**src/rtl/softmax_pkg.sv**
```systemverilog
// Shared definitions for the softmax packer / unpacker pair: result geometry,
// unpacker state encoding and a counter-width helper.
package softmax_pkg;

    localparam int RESULT_W = 128;
    localparam int WORD_W   = 16;
    localparam int WORDS    = 8;

    typedef enum logic [1:0] {
        ST_IDLE = 2'd0,
        ST_SEND = 2'd1,
        ST_ACK  = 2'd2
    } unpack_state_e;

    // Counter width for a range of n values, never narrower than one bit.
    function automatic int clog2_min1(input int n);
        int r;
        r = $clog2(n);
        if (r < 1) begin
            return 1;
        end else begin
            return r;
        end
    endfunction

endpackage

```
**src/rtl/softmax_unpack.sv**
```systemverilog
// Consumer of the packer's 128-bit result interface. Latches one result,
// emits it as WORDS words (low word first) into a downstream FIFO honouring
// full, then acknowledges upstream with a single-cycle done pulse.
module softmax_unpack
    import softmax_pkg::*;
#(
    parameter int WORDS  = softmax_pkg::WORDS,
    parameter int WORD_W = softmax_pkg::WORD_W,
    parameter int GAP    = 1
) (
    input  logic                      clk,
    input  logic                      rst_n,
    input  logic                      valid,
    input  logic [WORDS*WORD_W-1:0]   data_in,
    output logic                      done,
    input  logic                      full,
    output logic                      wr_en,
    output logic [WORD_W-1:0]         wr_data,
    output logic                      busy
);

    localparam int DATA_W = WORDS * WORD_W;
    localparam int WCNT_W = clog2_min1(WORDS);
    localparam int GCNT_W = clog2_min1(GAP + 1);

    localparam logic [WCNT_W-1:0] LAST_WORD = WCNT_W'(WORDS - 1);
    localparam logic [GCNT_W-1:0] GAP_LOAD  = GCNT_W'(GAP);
    localparam logic [WCNT_W-1:0] WCNT_ONE  = WCNT_W'(1);
    localparam logic [GCNT_W-1:0] GCNT_ONE  = GCNT_W'(1);
    localparam logic [GCNT_W-1:0] GCNT_ZERO = GCNT_W'(0);
    localparam logic [WORD_W-1:0] WORD_ZERO = WORD_W'(0);

    unpack_state_e       state_r;
    unpack_state_e       state_s;
    logic [DATA_W-1:0]   shift_r;
    logic [WCNT_W-1:0]   wcnt_r;
    logic [GCNT_W-1:0]   gcnt_r;
    logic                done_r;
    logic                load_s;
    logic                wr_en_s;

    // Next-state decode plus the load and write strobes.
    always_comb begin
        state_s = state_r;
        load_s  = 1'b0;
        wr_en_s = 1'b0;
        case (state_r)
            ST_IDLE: begin
                if (valid) begin
                    load_s  = 1'b1;
                    state_s = ST_SEND;
                end else begin
                    state_s = ST_IDLE;
                end
            end
            ST_SEND: begin
                if (!full && (gcnt_r == GCNT_ZERO)) begin
                    wr_en_s = 1'b1;
                    if (wcnt_r == LAST_WORD) begin
                        state_s = ST_ACK;
                    end else begin
                        state_s = ST_SEND;
                    end
                end else begin
                    state_s = ST_SEND;
                end
            end
            ST_ACK: begin
                state_s = ST_IDLE;
            end
            default: begin
                state_s = ST_IDLE;
            end
        endcase
    end

    // State register.
    always_ff @(posedge clk or negedge rst_n) begin
        if (!rst_n) begin
            state_r <= ST_IDLE;
        end else begin
            state_r <= state_s;
        end
    end

    // Shift register: captured on acceptance, drained one word per write.
    always_ff @(posedge clk or negedge rst_n) begin
        if (!rst_n) begin
            shift_r <= {DATA_W{1'b0}};
        end else if (load_s) begin
            shift_r <= data_in;
        end else if (wr_en_s) begin
            shift_r <= {WORD_ZERO, shift_r[DATA_W-1:WORD_W]};
        end else begin
            shift_r <= shift_r;
        end
    end

    // Word counter: cleared on acceptance, advanced on each write.
    always_ff @(posedge clk or negedge rst_n) begin
        if (!rst_n) begin
            wcnt_r <= {WCNT_W{1'b0}};
        end else if (load_s) begin
            wcnt_r <= {WCNT_W{1'b0}};
        end else if (wr_en_s) begin
            wcnt_r <= wcnt_r + WCNT_ONE;
        end else begin
            wcnt_r <= wcnt_r;
        end
    end

    // Gap counter: reloaded by a write, then runs down even while full.
    always_ff @(posedge clk or negedge rst_n) begin
        if (!rst_n) begin
            gcnt_r <= GCNT_ZERO;
        end else if (wr_en_s) begin
            gcnt_r <= GAP_LOAD;
        end else if (gcnt_r != GCNT_ZERO) begin
            gcnt_r <= gcnt_r - GCNT_ONE;
        end else begin
            gcnt_r <= gcnt_r;
        end
    end

    // Acknowledge pulse, high exactly for the ACK cycle.
    always_ff @(posedge clk or negedge rst_n) begin
        if (!rst_n) begin
            done_r <= 1'b0;
        end else begin
            done_r <= (state_s == ST_ACK);
        end
    end

    assign done    = done_r;
    assign wr_en   = wr_en_s;
    assign wr_data = shift_r[WORD_W-1:0];
    assign busy    = (state_r != ST_IDLE);

endmodule

```
**config.mk**
```make
export PLATFORM = sky130hd
export DESIGN_NAME = softmax_unpack
export DESIGN_NICKNAME = d
export VERILOG_FILES = /design/src/rtl/softmax_pkg.sv /design/src/rtl/softmax_unpack.sv
export SDC_FILE = /design/constraint.sdc
export NUM_CORES = 1
export LEC_CHECK = 0
export ABC_AREA = 1
export ABC_CLOCK_PERIOD_IN_PS = 1540
export BUFFER_PORTS_ARGS = -buffer_cell sky130_fd_sc_hd__buf_2
export CAP_MARGIN = 0
export CORE_MARGIN = 2
export CORE_UTILIZATION = 41
export DETAILED_ROUTE_END_ITERATION = 10
export PLACE_DENSITY = 0.63
export SYNTH_ARGS = -nofsm -noshare
export SYNTH_HDL_FRONTEND = slang
export SYNTH_SLANG_ARGS = --single-unit
export TNS_END_PERCENT = 100
```
**constraint.sdc**
```tcl
create_clock -name clk -period 1.54 [get_ports clk]
set_input_delay 0.308 -clock clk [delete_from_list [all_inputs] [get_ports clk]]
set_output_delay 0.308 -clock clk [all_outputs]
set_load 0.02 [all_outputs]
```
Word-level counts from Yosys, hierarchy flattened
Index checks and enable logic that the tools add are counted.
- reductions and logical operators: 5
- eq/ne operators: 3
- bitwise gates (word level): 1
- multiplexer cells: 14
- add/subtract/negate cells: 2
- operator list (operator ; count):
    128-bit 2-to-1 mux ; 2
    1-bit 2-to-1 mux ; 7
    3-bit 2-to-1 mux ; 2
    2-bit 2-to-1 mux ; 2
    2-bit one-hot mux with 2 select lines ; 1
    2-bit nonzero test ; 2
    3-bit by 1-bit adder with 3-bit output (second input constant) ; 1
    3-bit equality test (second input constant) ; 1
    2-bit by 1-bit equality test with 1-bit output (second input constant) ; 1
    2-bit equality test (second input constant) ; 1
    2-bit logical NOT ; 1
    1-bit logical AND ; 1
    1-bit logical NOT ; 1
    1-bit inverter ; 1
    1-bit subtractor (second input constant) ; 1
- flip-flop bits (word level): 135
- input port bits: 132
- output and inout port bits: 19

Logic depth before layout (Yosys ltp)
- depth in word-level cells: 6
- gate-level depth with buffers: 7
- gate-level depth less buffers: 6

Worst setup path after synthesis
No wires, ideal clock.
- path type: reg2out
- start point: register state_r[1]
- end point: output port busy
- data arrival time: 1.089 ns
- cell stages (with the launch flop): 4
- setup slack: 0.143 ns
- cells stage by stage: dfrtp_1 nor2_4 clkbuf_1 inv_1
- word-level cells in the longest chain between the ends: 1
- RTL lines (what ; RTL line ; text):
    start: declaration ; softmax_unpack.sv:33 ; unpack_state_e state_r;
    start signal: assignment ; softmax_unpack.sv:82 ; state_r <= state_s;
    2-bit nonzero test ; softmax_unpack.sv:137 ; assign busy = (state_r != ST_IDLE);
    end: declaration ; softmax_unpack.sv:19 ; output logic busy
Every way passes these cells.

Worst setup path in the final report
- start point: register state_r[0]
- end point: output port busy
The elaborated chain is that of the path after synthesis.

==> results.json <==
{
  "tightest_slew_ns": 0.409,
  "drive_above_1_share_pct": 24.7,
  "place_congestion": 0.754,
  "dr.first_iter.drc_count": 329,
  "drc": 0,
  "instances_no_fill": 1074,
  "clk_path_buf_depth": 2,
  "ys_ff_latch": 135,
  "cts_tree": "done",
  "netlist_area_um2": 6240,
  "root_buffer": "clkbuf_16",
  "p_per_area_nw_per_um2": 1950,
  "antennaDiodeCount": 0,
  "drv_cap": 0,
  "yosysUniqueCellTypes": 19,
  "setup_viol": 2,
  "r2r_start": "state_r[1]",
  "grt_setup_unrepaired": "yes",
  "skew_ns": 0.00523,
  "maxSlewViolCount": 0,
  "layout_common_cells": "nand2_1, nand3_1, buf_2, dfrtp_1, nor2_1",
  "outcome": "complete, but fails checks",
  "grt_max_degree": 56,
  "hpwlAfterDp_um": 10800,
  "path_cells": "nor2_4, buf_8, inv_4, buf_6",
  "synth_area_per_cell_um2": 8.38,
  "violations": "setup timing",
  "regArea_um2": 3380,
  "finalWorstSetupSlack_ns": -0.0525,
  "clkSlewWorstSetupHoldPaths_ns": 0.06,
  "hold_viol": 0,
  "critPathMaxFanout": 3,
  "startpoint_type": "register",
  "track_usage_pct": 20.2,
  "cts_buffers": 17,
  "hold_path_end": "shift_r[117]",
  "finalWirelength_um": 15800,
  "worst_setup_path_end_kind": "output pin",
  "fin_hold_ws_ns": 0.0879,
  "crit_slowest_cell": "dfrtp_1",
  "rrSetupSlack_ns": 0.09,
  "initial_core_util_pct": 41.5,
  "synth_fp_nets": 879,
  "worstPathArrival_ns": 1.28,
  "tns_ns": -0.102,
  "detail_route.wl_per_cell_um": 14.7,
  "ys_seq_area_share_pct": 54.1,
  "fin_crit_ns": 1.59,
  "yosysWarnings": 0,
  "final_core_util_pct": 52.2,
  "num_rows": 45,
  "syn-instance-count": 745,
  "fp.dieW_um": 127,
  "die_y_um": 127,
  "final.period_utilization_pct": 103,
  "antenna_found_initial": 0,
  "core_area_um2": 15000,
  "via_per_inst": 4.97,
  "dp.cells": 1037,
  "slew_headroom_pct": 72.7,
  "ir_worst_vdd_mv": 0.840,
  "vias": 5336,
  "power.static_leakage_nw": 4.01,
  "hp-class": "input pin to register",
  "worstSetupPathType": "register to output pin",
  "syn2layout_area_growth_pct": 25.7,
  "fillers": 1488,
  "dieArea_um2": 16200,
  "num_io_pins": 151,
  "grt_first_pass_wirelength_um": 25700,
  "slowest_delay_ns": 0.43,
  "clock_latency_ns": 0.42,
  "grt_overflow": 0,
  "whs_path_depth": 3,
  "final_antenna_net_count": 0,
  "clock-sinks": 135,
  "multi_input_area_um2": 2460,
  "first_pass_iters": 5,
  "required_ns": 1.23,
  "fmaxAchievable_ghz": 0.628,
  "rr_endpoint": "shift_r[69]",
  "grt_pass1_vias": 5257,
  "hp-start": "data_in[117]",
  "final_common_cell": "nand2_1",
  "place_ws_ns": 0.0471,
  "reg2regPathDepth": 7,
  "port_buffers": 150,
  "htree_num_levels": 4,
  "nNetsFinal": 1007
}
## state kept, by name, indices dropped and copies added, names as in the netlist
signal / count
state_r: 2
shift_r: 128
done: 1
gcnt_r: 1
wcnt_r: 3
## area by class of cell
type                            count  share of cell area (%)
Clock buffer                       19                    5.77
Inverter                            7                   0.383
Tap cell                          188                    3.00
Multi-Input combinational cell    535                    31.4
Clock inverter                     13                    2.26
Sequential cell                   135                    43.1
Timing Repair Buffer              177                    14.1
## cell usage after synthesis
master	instances	area, µm²
dfrtp_1	135	3380
nor2_4	3	33.8
buf_2	14	70.1
ha_1	2	25.0
buf_6	1	11.3
buf_1	3	11.3
nand3_1	210	1050
nand2_4	2	22.5
nand3b_1	32	240
inv_2	2	7.51
nand2_1	247	927
a21oi_1	1	5.00
clkbuf_1	23	86.3
buf_4	27	203
nor2_1	35	131
nand2_2	1	6.26
inv_1	5	18.8
o21ai_0	1	5.00
nor2_2	1	6.26
## logic make-up after synthesis
group           after synthesis  share of synthesized area (%)
compound gates                2                          0.160
fa+ha+maj                     2                          0.401
buf+inv                      75                           6.54
flops                       135                           54.1
simple gates                531                           38.8
## repair_timing
| action | in CTS | in global routing |
|---|---|---|
| setup buffers | 3 | 0 |
| endpoints found under the setup margin | 2 | 62 |
| endpoints found under the hold margin | 37 | 0 |
| gates cloned | 0 | 1 |
| hold buffers | 1 | 0 |
| resized for setup | 7 | 8 |
| pin swaps | 2 | 1 |
## stage by stage
step / power (mW) / instance area, µm²
floorplan: 9.64 / 6240
global placement: 10.7 / 7100
detailed placement: 10.9 / 7100
CTS: 15.3 / 7790
global route: 16.5 / 7850
finish: 15.3 / 7850
## metal layers
metal,track usage (%),share of wire (%)
met1,27.6,46
met2,32.4,47
met3,4.40,5.3
met4,6.14,1.6
met5,0,0
## worst max path at each step
stage	startpoint	to	slack, ns	depth (start not counted)
after global placement	state_r[1]	shift_r[113]	0.08	5
after CTS	state_r[0]	busy	-0.06	4
after detailed placement	state_r[1]	shift_r[83]	0.05	5
after floorplan	state_r[1]	busy	0.14	3
after global routing	state_r[1]	wr_en	-0.1	4
final	state_r[0]	busy	-0.05	4
## power breakdown
part           leakage [nW]  switching [mW]  internal (mW)  total [mW]
combinational          1.99            2.92           1.98        4.91
clock                 0.308            1.53           2.78        4.31
sequential             1.71           0.885           5.18        6.06
## critical path, delay by kind of cell, from the launching register on
kind,cells,cell delay (ns)
buffers and inverters,3,0.26
flip-flops,1,0.43
AND/OR/NAND/NOR,1,0.17
No activity file was read; power rests on OpenSTA's default activity.
